===== src/rtl/xge_rx_pkg.sv =====
// Shared types and constants for the 10GE receive packet reader.
package xge_rx_pkg;

  localparam int XGE_WORD_BYTES = 8;
  localparam int XGE_LEN_W      = 14;

  typedef enum logic [1:0] {
    IDLE = 2'd0,
    READ = 2'd1,
    GAP  = 2'd2
  } rx_state_e;

  typedef struct packed {
    logic [63:0]          data;
    logic                 sop;
    logic                 eop;
    logic [2:0]           mod;
    logic                 err;
    logic [XGE_LEN_W-1:0] len;
  } rx_word_t;

endpackage


===== src/rtl/xge_rx_fifo.sv =====
// DEPTH-entry first-word-fall-through FIFO of rx_word_t with occupancy output.
module xge_rx_fifo
  import xge_rx_pkg::*;
#(
  parameter int DEPTH = 4
) (
  input  logic                     clk_i,
  input  logic                     rst_ni,
  input  logic                     push_i,
  input  rx_word_t                 push_word_i,
  input  logic                     pop_i,
  output rx_word_t                 head_o,
  output logic                     empty_o,
  output logic                     full_o,
  output logic [$clog2(DEPTH):0]   count_o
);

  localparam int AW = $clog2(DEPTH);
  localparam logic [AW:0]   FULL_CNT = (AW+1)'(DEPTH);
  localparam logic [AW:0]   CNT_ONE  = (AW+1)'(1);
  localparam logic [AW-1:0] PTR_ONE  = AW'(1);

  rx_word_t        mem_q [DEPTH];
  logic [AW-1:0]   wr_ptr_q, rd_ptr_q;
  logic [AW:0]     count_q, count_d;
  logic            do_push, do_pop;

  assign empty_o = (count_q == '0);
  assign full_o  = (count_q == FULL_CNT);
  assign do_pop  = pop_i & ~empty_o;
  // A push into a full FIFO is only legal when the same cycle frees the head.
  assign do_push = push_i & (~full_o | do_pop);
  assign head_o  = mem_q[rd_ptr_q];
  assign count_o = count_q;

  always_comb begin
    count_d = count_q;
    case ({do_push, do_pop})
      2'b10:   count_d = count_q + CNT_ONE;
      2'b01:   count_d = count_q - CNT_ONE;
      default: count_d = count_q;
    endcase
  end

  always_ff @(posedge clk_i or negedge rst_ni) begin
    if (!rst_ni) begin
      wr_ptr_q <= '0;
      rd_ptr_q <= '0;
      count_q  <= '0;
    end else begin
      if (do_push) wr_ptr_q <= wr_ptr_q + PTR_ONE;
      if (do_pop)  rd_ptr_q <= rd_ptr_q + PTR_ONE;
      count_q <= count_d;
    end
  end

  always_ff @(posedge clk_i) begin
    if (do_push) mem_q[wr_ptr_q] <= push_word_i;
  end

endmodule


===== src/rtl/xge_rx_pkt_reader.sv =====
// Drains MAC rx frames into a FWFT stream with length/error status and statistics.
// Define XGE_RX_LEN_CHECK_EN to fold MIN_LEN/MAX_LEN violations into out_err.
module xge_rx_pkt_reader
  import xge_rx_pkg::*;
#(
  parameter int DEPTH   = 4,
  parameter int MIN_LEN = 64,
  parameter int MAX_LEN = 1518,
  parameter int CNT_W   = 32
) (
  input  logic              clk_156m25,
  input  logic              reset_156m25_n,
  input  logic              pkt_rx_avail,
  output logic              pkt_rx_ren,
  input  logic [63:0]       pkt_rx_data,
  input  logic              pkt_rx_val,
  input  logic              pkt_rx_sop,
  input  logic              pkt_rx_eop,
  input  logic [2:0]        pkt_rx_mod,
  input  logic              pkt_rx_err,
  output logic              out_valid,
  input  logic              out_ready,
  output logic [63:0]       out_data,
  output logic              out_sop,
  output logic              out_eop,
  output logic [2:0]        out_mod,
  output logic              out_err,
  output logic [13:0]       out_len,
  output logic [CNT_W-1:0]  rx_frames,
  output logic [CNT_W-1:0]  rx_err_frames,
  output logic [CNT_W-1:0]  rx_proto_err
);

  localparam int OW = $clog2(DEPTH) + 1;
`ifdef XGE_RX_LEN_CHECK_EN
  localparam logic LEN_CHECK = 1'b1;
`else
  localparam logic LEN_CHECK = 1'b0;
`endif
  localparam logic [XGE_LEN_W-1:0] MIN_L     = XGE_LEN_W'(MIN_LEN);
  localparam logic [XGE_LEN_W-1:0] MAX_L     = XGE_LEN_W'(MAX_LEN);
  localparam logic [3:0]           WORD_INC  = 4'(XGE_WORD_BYTES);
  localparam logic [OW:0]          DEPTH_CNT = (OW+1)'(DEPTH);

  function automatic logic [XGE_LEN_W-1:0] sat_add(input logic [XGE_LEN_W-1:0] base,
                                                   input logic [3:0]           inc);
    logic [XGE_LEN_W:0] sum;
    sum = {1'b0, base} + {{(XGE_LEN_W-3){1'b0}}, inc};
    return sum[XGE_LEN_W] ? {XGE_LEN_W{1'b1}} : sum[XGE_LEN_W-1:0];
  endfunction

  rx_state_e             state_q, state_d;
  logic                  ren_q;
  logic                  in_frame_q, in_frame_d;
  logic [XGE_LEN_W-1:0]  acc_q, acc_d;
  logic [CNT_W-1:0]      frames_q, frames_d;
  logic [CNT_W-1:0]      err_frames_q, err_frames_d;
  logic [CNT_W-1:0]      proto_q, proto_d;

  rx_word_t              push_word, head, head_vis;
  logic [OW-1:0]         occ;
  logic [OW:0]           occ_resv;
  logic                  fifo_empty, fifo_full;
  logic                  push, pop, drop, ren;
  logic                  orphan, resop, len_bad;
  logic [3:0]            eff_mod, inc;
  logic [XGE_LEN_W-1:0]  cur_len;

  // Read enable: ren_q reserves a slot for the word still in flight from the MAC.
  assign occ_resv = {1'b0, occ} + {{OW{1'b0}}, ren_q};
  assign ren = (state_q == READ) & ~(pkt_rx_val & pkt_rx_eop) & (occ_resv < DEPTH_CNT);
  assign pkt_rx_ren = ren;

  assign eff_mod = (pkt_rx_mod == 3'd0) ? WORD_INC : {1'b0, pkt_rx_mod};
  assign inc     = pkt_rx_eop ? eff_mod : WORD_INC;
  assign cur_len = sat_add(pkt_rx_sop ? '0 : acc_q, inc);
  assign len_bad = (cur_len < MIN_L) | (cur_len > MAX_L);
  assign orphan  = pkt_rx_val & ~pkt_rx_sop & ~in_frame_q;
  assign resop   = pkt_rx_val &  pkt_rx_sop &  in_frame_q;

  always_comb begin
    push_word      = '0;
    push_word.data = pkt_rx_data;
    push_word.sop  = pkt_rx_sop;
    push_word.eop  = pkt_rx_eop;
    push_word.mod  = pkt_rx_mod;
    push_word.err  = pkt_rx_eop & (pkt_rx_err | orphan | (LEN_CHECK & len_bad));
    push_word.len  = cur_len;
  end

  assign pop  = out_ready & ~fifo_empty;
  assign push = pkt_rx_val & (~fifo_full | (pop & ren_q));
  assign drop = pkt_rx_val & ~push;

  xge_rx_fifo #(.DEPTH(DEPTH)) u_fifo (
    .clk_i       (clk_156m25),
    .rst_ni      (reset_156m25_n),
    .push_i      (push),
    .push_word_i (push_word),
    .pop_i       (pop),
    .head_o      (head),
    .empty_o     (fifo_empty),
    .full_o      (fifo_full),
    .count_o     (occ)
  );

  always_comb begin
    state_d = state_q;
    case (state_q)
      IDLE:    if (pkt_rx_avail) state_d = READ;
      READ:    if (pkt_rx_val & pkt_rx_eop) state_d = GAP;
      GAP:     state_d = IDLE;
      default: state_d = IDLE;
    endcase
  end

  always_comb begin
    acc_d        = acc_q;
    in_frame_d   = in_frame_q;
    if (pkt_rx_val) begin
      acc_d      = pkt_rx_eop ? '0 : cur_len;
      in_frame_d = ~pkt_rx_eop;
    end
    // Frame statistics follow the stream side so they match what downstream saw.
    frames_d     = frames_q + CNT_W'(pop & head.eop);
    err_frames_d = err_frames_q + CNT_W'(pop & head.eop & head.err);
    proto_d      = proto_q + CNT_W'(resop) + CNT_W'(orphan) + CNT_W'(drop);
  end

  always_ff @(posedge clk_156m25 or negedge reset_156m25_n) begin
    if (!reset_156m25_n) begin
      state_q      <= IDLE;
      ren_q        <= 1'b0;
      in_frame_q   <= 1'b0;
      acc_q        <= '0;
      frames_q     <= '0;
      err_frames_q <= '0;
      proto_q      <= '0;
    end else begin
      state_q      <= state_d;
      ren_q        <= ren;
      in_frame_q   <= in_frame_d;
      acc_q        <= acc_d;
      frames_q     <= frames_d;
      err_frames_q <= err_frames_d;
      proto_q      <= proto_d;
    end
  end

  // FIFO storage is not reset, so hide the head while empty.
  assign head_vis      = fifo_empty ? '0 : head;
  assign out_valid     = ~fifo_empty;
  assign out_data      = head_vis.data;
  assign out_sop       = head_vis.sop;
  assign out_eop       = head_vis.eop;
  assign out_mod       = head_vis.mod;
  assign out_err       = head_vis.err;
  assign out_len       = head_vis.len;
  assign rx_frames     = frames_q;
  assign rx_err_frames = err_frames_q;
  assign rx_proto_err  = proto_q;

endmodule

===== config.mk =====
export PLATFORM = sky130hd
export DESIGN_NAME = xge_rx_pkt_reader
export DESIGN_NICKNAME = d
export VERILOG_FILES = /design/src/rtl/xge_rx_pkg.sv /design/src/rtl/xge_rx_fifo.sv /design/src/rtl/xge_rx_pkt_reader.sv
export SDC_FILE = /design/constraint.sdc
export NUM_CORES = 1
export LEC_CHECK = 0
export BUFFER_PORTS_ARGS = -buffer_cell sky130_fd_sc_hd__buf_2
export CORE_MARGIN = 4
export CORE_UTILIZATION = 28
export CTS_CLUSTER_DIAMETER = 200
export DETAILED_ROUTE_END_ITERATION = 8
export PLACE_DENSITY_LB_ADDON = 0.25
export SYNTH_ARGS = -nofsm -noshare
export SYNTH_HDL_FRONTEND = slang
export SYNTH_SLANG_ARGS = --single-unit

===== constraint.sdc =====
create_clock -name clk_156m25 -period 3.3 [get_ports clk_156m25]
set_clock_uncertainty 0.15 [all_clocks]
set_input_delay 0.66 -clock clk_156m25 [delete_from_list [all_inputs] [get_ports clk_156m25]]
set_output_delay 0.66 -clock clk_156m25 [all_outputs]
set_load 0.02 [all_outputs]

# Word-level counts from Yosys, hierarchy flattened
# Memory sizes are Yosys's and may differ from the RTL's.
# Index checks and enable logic that the tools add are counted.
[word_totals]
inputBits = 75
memories = 1
out_inout_bits = 182
regBits = 121
ram_bits = 336
[op_classes]
reduce_logical = 5
mux = 12
magnitude_cmp = 1
n_addsub = 11
bitwise_logic = 26
n_eq_ne = 6
[memory_table]
columns = ["memory", "words", "width", "read_ports", "rd_clocked_by_memory_dff", "wr", "line", "text"]
rows = [
  ["u_fifo.mem_q", 4, 84, 1, 0, 1, "xge_rx_fifo.sv:23", "rx_word_t mem_q [DEPTH];"],
]
[op_table]
columns = ["cell", "n"]
rows = [
  ["adder 32 x 1 -> 32 bit", 4],
  ["2-to-1 mux 84 bit", 1],
  ["2-to-1 mux 14 bit", 3],
  ["adder 32 bit", 1],
  ["AND 1 bit", 16],
  ["adder 14 x 4 -> 15 bit", 1],
  ["2-to-1 mux 4 bit", 2],
  ["inverter 1 bit", 7],
  ["zero test 3 bit", 2],
  ["one-hot mux 3 bit (2 select lines)", 1],
  ["adder 2 x 1 -> 2 bit, second input constant", 2],
  ["adder 3 x 1 -> 4 bit", 1],
  ["== test 2 x 1 -> 1 bit, second input constant", 2],
  ["< comparator 4 x 3 -> 1 bit, second input constant", 1],
  ["2-to-1 mux 2 bit", 2],
  ["one-hot mux 2 bit (2 select lines)", 1],
  ["adder 3 x 1 -> 3 bit, second input constant", 1],
  ["== test 3 bit, second input constant", 1],
  ["bitwise OR 1 bit", 3],
  ["subtractor 3 x 1 -> 3 bit, second input constant", 1],
  ["== test 2 bit, second input constant", 1],
  ["zero test 2 bit", 1],
  ["2-to-1 mux 1 bit", 2],
  ["!= test 2 x 1 -> 1 bit, second input constant", 1],
  ["3 further kinds", 3],
]

# Logic depth before layout (Yosys ltp)
# Gate-level depths: netlist of run 1.
[depth]
ltp_word = 9
ltp_mapped = 12

# Cells and area by module
# From an unflattened synthesis of run 1, not the netlist that was laid out.
[hier_totals]
hier_cells = 1116
area_unflattened_um2 = 18796.8
[by_module_without_submodules]
columns = ["mod", "area_each_um2", "cells_each", "instances"]
rows = [
  ["xge_rx_fifo", 12598.3, 491, 1],
  ["xge_rx_pkt_reader", 6198.4, 625, 1],
]

# Worst setup path after synthesis of run 1
# OpenSTA, ideal clock, no wires.
[synth_path]
path_type = "input to register"
startpoint = "input pkt_rx_val"
endpoint = "memory u_fifo.mem_q[0][0] (netlist name), enable pin"
t_required_ns = 2.698
path_stages = 4
path_slack_ns = -0.752
arrival_time_ns = 3.450
n_path_buf = 1
path_cell_list = "buf_2 clkinv_1 a31oi_1 and2_1"
[synth_via]
elab_chain_cells = 4
[synth_rtl]
columns = ["item", "line", "text"]
rows = [
  ["start: declaration", "xge_rx_pkt_reader.sv:16", "input logic pkt_rx_val,"],
  ["AND 1 bit", "xge_rx_pkt_reader.sv:92", "assign push = pkt_rx_val & (~fifo_full | (pop & ren_q));"],
  ["AND 1 bit", "xge_rx_fifo.sv:32", "assign do_push = push_i & (~full_o | do_pop);"],
  ["2-to-1 mux 1 bit", "xge_rx_fifo.sv:58", "if (do_push) mem_q[wr_ptr_q] <= push_word_i;"],
  ["2-to-1 mux 1 bit (implied by the code)", "xge_rx_fifo.sv:58", ""],
  ["end: declaration", "xge_rx_fifo.sv:23", ""],
]
# Every way passes these cells.

# Worst setup path in the final report of run 1
[layout_path]
startpoint = "register u_fifo.count_q[2] (netlist: u_fifo.count_o[2])"
endpoint = "output out_data[38]"
[layout_via]
elab_chain_cells = 2
[layout_rtl]
columns = ["item", "line", "text"]
rows = [
  ["start: declaration", "xge_rx_fifo.sv:25", "logic [AW:0] count_q, count_d;"],
  ["start signal: assignment", "xge_rx_fifo.sv:53", "count_q <= count_d;"],
  ["zero test 3 bit", "xge_rx_fifo.sv:28", "assign empty_o = (count_q == '0);"],
  ["2-to-1 mux 84 bit", "xge_rx_pkt_reader.sv:151", "assign head_vis = fifo_empty ? '0 : head;"],
  ["end: declaration", "xge_rx_pkt_reader.sv:23", "output logic [63:0] out_data,"],
]
# Every way passes these cells.

==> impl_metrics.yaml, run 1 <==
setup_path:
  critical_path_class: "reg2out"
  crit_arrival_ns: 2.39
  worstPathMaxFanout: 84
  slowest_stage: "or3_2"
  worst-path-buf-inv: 2
  cp.required_ns: 2.49
  end_kind: "primary output"
  cp-start-kind: "flop"
  path_cells: "or3_2, buf_12, and2_1, buf_2"
  cp_top_family: "simple AND/OR/NAND/NOR gates"
  cp_slowest_stage_delay_ns: 0.62
floorplanning:
  num_rows: 94
  fp.dieW_um: 266.3
  fp.dieH_um: 266.3
  fp.dieArea_sq_um: 70920
  start_util_pct: 28.31
  core-area_sq_um: 65980
  ios: 257
synthesis:
  ys_seq_area_share_pct: 70.22
  netlist_area_sq_um: 18680
  synth-warning-count: 0
  synthCells: 1087
  synth_nets: 1181
  ys_ff_latch: 457
  synth_area_per_cell_sq_um: 17.19
  ys_async_sr_fraction_pct: 26.48
  synth_top_family_by_area: "multiplexers"
  muxShareOfSynthArea_pct: 10.29
  synth_compound_area_share_pct: 2.070
  synth-edff-count: 336
  synth-xor-area-share_pct: 4.963
  ys_types: 60
  synth-adder-area-share_pct: 1.433
  synth_ff_type: "edfxtp_1"
  synth_simple_gate_area_share_pct: 9.718
cts:
  clk_pin_slew_worst_paths_ns: 0.07
  cts_buffer_depth: 3
  htree_levels: 2
  numCtsBuffers: 52
  clock-root-buffer: "clkbuf_16"
  cts_sinks: 457
  tritoncts: "done"
  clk_latency_ns: 0.59
routing:
  antenna_left: 0
  dr_wl_met2_mm: 20.11
  first_pass_iters: 5
  drtIter0Drc: 686
  viasPerCell: 4.548
  vias: 10530
  wl_mm: 44.08
  wl_per_cell_um: 19.04
  route.met3.wl_mm: 3.374
  drc_errors: 0
  met1Wirelength_mm: 19.54
  highest_layer: "met5"
timing:
  setup_tns_ns: 0
  rsz0062_at_grt: "yes"
  fmax_mhz: 313.0
  relSlewSlack_pct: 61.64
  finalSetupViolCount: 0
  worst_pin_slew_ns: 0.5694
  period_needed_ns: 3.195
  fin_crit_sh_pct: 96.82
  whs_ns: 0.1285
  drv_slew: 0
  final-hold-violation-count: 0
grt:
  overflow: 0
  antenna_found_initial: 6
  grtUsageTotal_pct: 12.37
  grt_pass1_vias: 11300
  grt_pass1_wl_mm: 68.19
  grt_max_degree: 84
layout:
  fin_area_sq_um: 23400
  fin_nets: 1500
  seq_area_sq_um: 13130
  fillers: 6310
  area_growth_pct: 25.28
  layout-drive-gt1-share_pct: 34.49
  multi_input_area_sq_um: 5340
run:
  cap_violations: 0
worst_hold_path:
  hold_class: "in2reg"
place:
  gp_congestion: 0.8166
  hpwl_mm: 27.87
  placed_area_sq_um: 21440
  port_buffers: 256
power:
  p_per_area_nw_per_um2: 857.6
  power.leakage_nw: 9.160
  vdd_drop_max_uv: 523.2
status:
  outcome: "finished clean"
logic make-up (layout without fill, tap and decap cells):
family	Yosys count	after routing
flops	457	457
fa+ha+maj	19	19
simple gates	301	301
compound gates	60	60
mux	87	87
other cells	0	4
buf+inv	58	418
xor+xnor	105	105
power by group:
group | switching (mW) | leakage [nW] | internal, mW
clock | 2.37 | 0.873 | 3.61
combinational | 3.74 | 3.53 | 2.77
sequential | 0.344 | 4.75 | 7.24
total | 6.45 | 9.16 | 13.6
cell type report:
| class | instances | area share [%] |
|---|---|---|
| flip-flops and latches | 457 | 56.08 |
| multi-input cells | 572 | 22.82 |
| repair buffers | 305 | 8.495 |
| clock buffers | 60 | 5.822 |
| well taps | 864 | 4.619 |
| clock inverters | 35 | 1.839 |
| inverters | 18 | 0.2887 |
| diodes | 4 | 0.04277 |
path summary, 6_finish.rpt:
path	to	start	slack, ns	cells after the start
min in group asynchronous	rx_proto_err[17]	reset_156m25_n	0.35	2
setup reg to reg	rx_err_frames[16]	u_fifo.rd_ptr_q[0]	0.25	11
setup / recovery	out_data[38]	u_fifo.count_o[2]	0.10	4
hold / removal	u_fifo.mem_q[3][79]	pkt_rx_data[59]	0.13	1
max in group asynchronous	u_fifo.rd_ptr_q[1]	reset_156m25_n	1.89	3
hold reg to reg	rx_err_frames[31]	rx_err_frames[31]	0.32	1
timing repair:
item                                   CTS  global route
resized for setup                        7            15
buffers inserted                         1             0
endpoints found under the hold margin   19             0
gates cloned                             2             0
hold buffers                             1             0
setup endpoints to repair               54            43
worst register-to-register path, cell delays in order (launching register included):
cell,delay [ns]
dfrtp_4,0.53
buf_4,0.19
mux4_2,0.36
and3_1,0.23
and2_1,0.17
ha_1,0.20
ha_1,0.22
inv_1,0.10
nor4_4,0.30
buf_4,0.21
nand4_1,0.12
xnor2_1,0.15
layer usage:
| layer | vias to the layer above | track usage [%] |
|---|---|---|
| li1 | 4779 | - |
| met1 | 5392 | 16.53 |
| met2 | 274 | 19.44 |
| met3 | 76 | 4.220 |
| met4 | 8 | 3.284 |
| met5 | - | 0 |
cell usage in the layout, fill, tap and decap left out, types with 9 or more instances in the layout:
cell       instances
nor2_1            28
nand3_1           40
edfxtp_1         336
ha_1              15
buf_4             29
dfrtp_1          119
clkbuf_16         53
mux4_2            84
nand4_1           15
nor3_1             9
inv_1             17
nand2_1           45
xnor2_1           74
a21oi_1           17
and3_1            17
buf_12            14
o21ai_0           11
and4_1            10
and2_1            93
buf_2            249
xor2_1            30
registers in the layout (all words and copies together) (netlist names):
name	flops
u_fifo.mem_q	336
rx_err_frames	32
rx_frames	32
rx_proto_err	32
acc_q	14
u_fifo.count_o	3
state_q	2
u_fifo.rd_ptr_q	2
u_fifo.wr_ptr_q	2
in_frame_q	1
ren_q	1
Yosys cell counts, types with 2 or more instances:
library cell	instances	area share (%)
nor4_4	4	0.46
nand4_1	15	0.50
inv_1	17	0.34
nor4_1	3	0.10
o21a_1	2	0.080
o31ai_1	2	0.080
or2_1	2	0.067
dfrtp_1	121	16
and2_1	101	3.4
a21o_1	5	0.20
xor2_1	30	1.4
and3_1	17	0.57
nor2_1	28	0.56
nand2b_1	2	0.067
clkbuf_1	20	0.40
nand3_2	4	0.21
nand2_1	45	0.90
o21bai_1	2	0.080
a311oi_1	2	0.094
mux4_2	84	10
xnor2_1	74	3.5
mux2i_1	3	0.16
a41oi_1	2	0.094
o21ai_0	11	0.29
nand3b_1	2	0.080
a21oi_1	17	0.46
a2bb2oi_1	2	0.094
buf_2	13	0.35
and4_1	10	0.47
nand3_1	40	1.1
nand4_4	3	0.34
o2bb2ai_1	2	0.094
edfxtp_1	336	54
nor3_1	9	0.24
o21ai_1	3	0.080
nor2b_1	6	0.20
fa_1	4	0.43
ha_1	15	1.0
a31oi_1	4	0.13
buf_1	5	0.10
through the flow:
step	setup WS (ns)	util (%)	total power, mW	instances
after CTS	-0.01264	35.38	20.45	2311
after global placement	0.1481	32.49	14.08	2212
after floorplan	0.03461	-	11.63	1087
after global routing	-0.03701	35.46	21.22	2312
final	0.1048	35.47	20.07	2315
after detailed placement	0.09610	32.49	14.12	2212
No activity file was read; power rests on OpenSTA's default activity.
==> run 2, diff against run 1 <==
CORE_MARGIN = 2   (was 4)
RECOVER_POWER = 100   (was not set)
==> run 2 against run 1 <==
The flow now finishes with violations (capacitance limit, slew limit). Global-route usage rose by 0.34 points. Combinational power fell by 5.7%. Non-clock buffer count rose by 3. Clock power fell by 5.2%. Setup slack improved by 0.0054 ns. Total power fell by 3.2%. Worst hold slack improved by 0.049 ns.
==> impl_metrics.yaml, run 2 (synthesis gave the netlist of run 1 again) <==
status:
  outcome: "finished with violations"
  violations: "capacitance limit, slew limit"
timing:
  period_needed_ns: 3.190
  drv_slew: 35
  fin_crit_sh_pct: 96.66
  finalSetupViolCount: 0
  worst_pin_slew_ns: 2.012
  fmax_mhz: 313.5
  relSlewSlack_pct: -34.13
  final-hold-violation-count: 0
  rsz0062_at_grt: "yes"
place:
  port_buffers: 256
  gp_congestion: 0.7807
  placedCellCount: 2215
  placed_area_sq_um: 21510
  hpwl_mm: 28.18
layout:
  layout-drive-gt1-share_pct: 23.62
  fin_area_sq_um: 22850
  final_cell_mix: "edfxtp_1, clkbuf_1, dfrtp_1"
  area_growth_pct: 22.32
  fin_nets: 1503
  top_register: "u_fifo.mem_q"
  final_common_cell: "edfxtp_1"
  fin_cells: 2318
  largest_register_ffs: 336
setup_path:
  critical_path_class: "reg2out"
  end_kind: "primary output"
  crit_arrival_ns: 2.38
  cp.required_ns: 2.49
  worstPathMaxFanout: 31
  cp-start-kind: "flop"
power:
  vdd_drop_max_uv: 369.7
  p_clk_share_pct: 29.2
  finalPower_mw: 19.43
  seq_power_share_pct: 39.2
  netSwitchingPower_mw: 6.396
  p_comb_share_pct: 31.6
  sw_frac_of_total_pct: 32.92
  power.leakage_nw: 8.517
  p_int_mw: 13.03
  p_per_area_nw_per_um2: 850.3
floorplanning:
  fp.dieW_um: 262.3
  fp.dieH_um: 262.3
  fp.dieArea_sq_um: 68800
  core-area_sq_um: 65860
  start_util_pct: 28.36
  ios: 257
  num_rows: 94
cts:
  clock-root-buffer: "clkbuf_16"
  htree_levels: 2
  clk_latency_ns: 0.59
  numCtsBuffers: 52
  cts_buffer_depth: 3
  cts_sinks: 457
  tritoncts: "done"
  clk_pin_slew_worst_paths_ns: 0.06
grt:
  overflow: 0
  antenna_found_initial: 6
  grt.busiest_layer: "met2"
  grtUsageMet2_pct: 21.37
  grt_max_degree: 66
  gr-usage-met3_pct: 3.167
  grt_pass1_wl_mm: 68.15
  grtUsageTotal_pct: 12.71
  grt_pass1_vias: 11220
  global_route.usage.met1_pct: 16.37
routing:
  first_pass_iters: 6
  wl_per_cell_um: 19.06
  vias: 10570
  drc_errors: 0
  viasPerCell: 4.559
  drtIter0Drc: 588
  wl_mm: 44.18
  antenna_left: 0
run:
  cap_violations: 1
worst_hold_path:
  hold_class: "in2reg"
[run 2: final cells by class]
| class | count | area, sq um |
|---|---|---|
| Antenna cell | 2 | 5.005 |
| Clock buffer | 68 | 1421 |
| Clock inverter | 29 | 281.5 |
| Fill cell | 6478 | 43010 |
| Inverter | 18 | 67.56 |
| Multi-Input combinational cell | 572 | 5323 |
| Sequential cell | 457 | 13130 |
| Tap cell | 864 | 1081 |
| Timing Repair Buffer | 308 | 1546 |
[run 2: final timing paths]
check / startpoint / to / slack (ns) / cells past startpoint
max: u_fifo.rd_ptr_q[0] / out_sop / 0.11 / 4
min: pkt_rx_data[45] / u_fifo.mem_q[3][65] / 0.18 / 1
max reg2reg: u_fifo.count_o[0] / u_fifo.mem_q[1][83] / 0.34 / 5
min reg2reg: state_q[1] / state_q[1] / 0.32 / 1
max in group asynchronous: reset_156m25_n / rx_err_frames[10] / 0.49 / 3
min in group asynchronous: reset_156m25_n / acc_q[7] / 1.02 / 2
[run 2: repair_timing]
item	CTS	global route
cloned	1	1
hold buffers	1	0
endpoints found under the setup margin	76	3
gates resized for setup	7	0
endpoints found under the hold margin	32	0
buffers inserted	1	0
[run 2: stage by stage]
step / setup TNS [ns] / util (%) / hold WS, ns / setup WS (ns)
global route: -0.06735 / 34.69 / 0.1481 / -0.01636
floorplan: 0 / - / 0.2144 / 0.03461
global placement: 0 / 32.66 / 0.2981 / 0.1608
detailed placement: 0 / 32.66 / 0.2996 / 0.1040
finish: 0 / 34.69 / 0.1774 / 0.1103
CTS: 0 / 35.35 / 0.07950 / 0.01214
[run 2: critical path, cell delays in order, from the launching register on]
cell and delay, ns:
dfrtp_4 0.56, buf_16 0.32, mux4_2 0.55, and2_1 0.17, buf_2 0.17
[run 2: metal layers]
metal / vias up / wire length (um)
met3: 79 / 2378
met2: 261 / 21590
met5: - / 66
li1: 4788 / -
met1: 5429 / 19150
met4: 10 / 996
[run 2: power groups by stage]
| stage | registers, mW | clock network (mW) | logic, mW |
|---|---|---|---|
| 3_3_place_gp | 7.66 | 0 | 6.48 |
| 3_5_place_dp | 7.70 | 0 | 6.49 |
| 2_1_floorplan | 7.72 | 0 | 3.90 |
| 5_1_grt | 7.71 | 6.13 | 6.67 |
| 4_1_cts | 7.60 | 5.89 | 6.61 |
| 6_report | 7.62 | 5.67 | 6.14 |
==> run 3, diff against run 2 <==
REMOVE_ABC_BUFFERS = 1   (was not set)
clock period = 2.8 ns   (was 3.3 ns; I/O delays follow)
==> run 3 against run 2 <==
The run ends with setup timing left. Sequential share of layout area decreased by 6.3 points. Global-route usage increased by 1.3 points. Final cell count up 6.2%. Register-to-register slack lost 0.43 ns. Sequential power grew 18%. Design area grew 12%. First-iteration DRC count increased by 15%. Largest power group is now combinational logic.
==> impl_metrics.yaml, run 3 (synthesis gave the netlist of run 1 again) <==
setup_path:
  cp.required_ns: 2.09
  end_kind: "primary output"
  critical_path_class: "reg2out"
  worstPathMaxFanout: 6
  crit_arrival_ns: 2.31
  cp-start-kind: "flop"
cts:
  numCtsBuffers: 52
  cts_buffer_depth: 3
  clk_pin_slew_worst_paths_ns: 0.06
  htree_levels: 2
  cts_sinks: 457
  clock-root-buffer: "clkbuf_16"
  tritoncts: "done"
  clk_latency_ns: 0.60
layout:
  final_common_cell: "edfxtp_1"
  fin_cells: 2462
  fin_nets: 1647
  top_register: "u_fifo.mem_q"
  final_cell_mix: "edfxtp_1, clkbuf_1, dfrtp_1"
  finalCoreUtilization_pct: 38.99
  largest_register_ffs: 336
  area_growth_pct: 37.45
  layout-drive-gt1-share_pct: 32.44
grt:
  grt_pass1_wl_mm: 74.00
  grt_pass1_vias: 11870
  grt_max_degree: 83
  grtUsageTotal_pct: 13.97
  overflow: 0
  antenna_found_initial: 4
power:
  p_per_area_nw_per_um2: 1053
  power.leakage_nw: 9.778
  vdd_drop_max_uv: 452.4
timing:
  finalSetupViolCount: 100
  worst_pin_slew_ns: 1.160
  whs_ns: 0.1111
  drv_slew: 0
  fin_ws_ns: -0.2233
  final-hold-violation-count: 0
  period_needed_ns: 3.023
  relSlewSlack_pct: 22.66
  fmax_mhz: 330.8
  rsz0062_at_grt: "yes"
  fin_crit_sh_pct: 108.0
status:
  outcome: "finished with violations"
  violations: "setup timing"
worst_hold_path:
  hold_class: "in2reg"
routing:
  drtIter0Drc: 677
  wl_per_cell_um: 20.76
  first_pass_iters: 5
  wl_mm: 51.10
  antenna_left: 0
  viasPerCell: 4.571
  drc_errors: 0
  vias: 11250
floorplanning:
  core-area_sq_um: 65860
  fp.dieArea_sq_um: 68800
  fp.dieW_um: 262.3
  start_util_pct: 28.36
  fp.dieH_um: 262.3
  ios: 257
  num_rows: 94
place:
  port_buffers: 256
  pre_cts_ws_ns: -0.2423
  placedCellCount: 2248
  hpwl_mm: 28.34
  gp_congestion: 0.7677
run:
  cap_violations: 0
==> run 3: per-stage QoR <==
stage	power, mW	setup TNS [ns]	cell area [sq um]
4_1_cts	26.05	-19.84	25130
5_1_grt	28.36	-27.20	25680
6_report	27.04	-14.94	25680
3_5_place_dp	16.80	-11.45	21790
2_1_floorplan	13.73	-664.10	18500
3_3_place_gp	16.75	-7.976	21790
==> run 3: worst paths after layout <==
kind | from | to | slack [ns] | cells past startpoint
max | u_fifo.count_o[0] | out_len[13] | -0.22 | 6
max reg2reg | u_fifo.rd_ptr_q[0] | rx_err_frames[12] | -0.09 | 14
min | pkt_rx_data[52] | u_fifo.mem_q[2][72] | 0.11 | 1
max in group asynchronous | reset_156m25_n | rx_err_frames[22] | 0.30 | 3
min reg2reg | state_q[1] | state_q[1] | 0.31 | 1
min in group asynchronous | reset_156m25_n | rx_frames[29] | 0.58 | 2
==> run 3: power by group <==
group | switching (mW) | internal, mW | leakage (nW)
clock network | 2.79 | 3.88 | 0.815
logic | 5.40 | 6.01 | 4.21
registers | 0.433 | 8.53 | 4.75
==> run 3: layout make-up <==
| class | instances | area (sq um) |
|---|---|---|
| inverter | 18 | 70.07 |
| tap | 864 | 1081 |
| clock inverter | 27 | 241.5 |
| clock buffer | 71 | 1434 |
| multi-input combinational | 573 | 5759 |
| fill | 6221 | 40180 |
| sequential | 457 | 13130 |
| timing repair buffer | 451 | 3964 |
| antenna | 1 | 2.502 |
==> run 3: worst max-delay path, cell delays in order, from the launching register on <==
cell	delay, ns
dfrtp_1	0.42
buf_6	0.14
or3_4	0.48
buf_12	0.19
clkbuf_16	0.18
and2_4	0.17
buf_6	0.12
==> run 3: what timing repair did <==
item                                    in CTS  in global routing
endpoints found under the hold margin      256                  0
gates resized for setup                    172                177
gates cloned                                14                 10
pin swaps                                   14                 78
hold buffers                                62                  0
endpoints found under the setup margin     100                139
setup buffers                               13                 19
==> run 3: per-layer routing <==
layer | share of wire [%] | wire length [um] | GRT usage [%] | vias to the layer above
met5 | 0.072 | 37 | 0 | -
met3 | 6.2 | 3189 | 3.832 | 64
met2 | 47 | 24090 | 22.33 | 285
li1 | - | - | - | 5085
met4 | 2.0 | 1014 | 3.409 | 6
met1 | 45 | 22760 | 18.85 | 5814
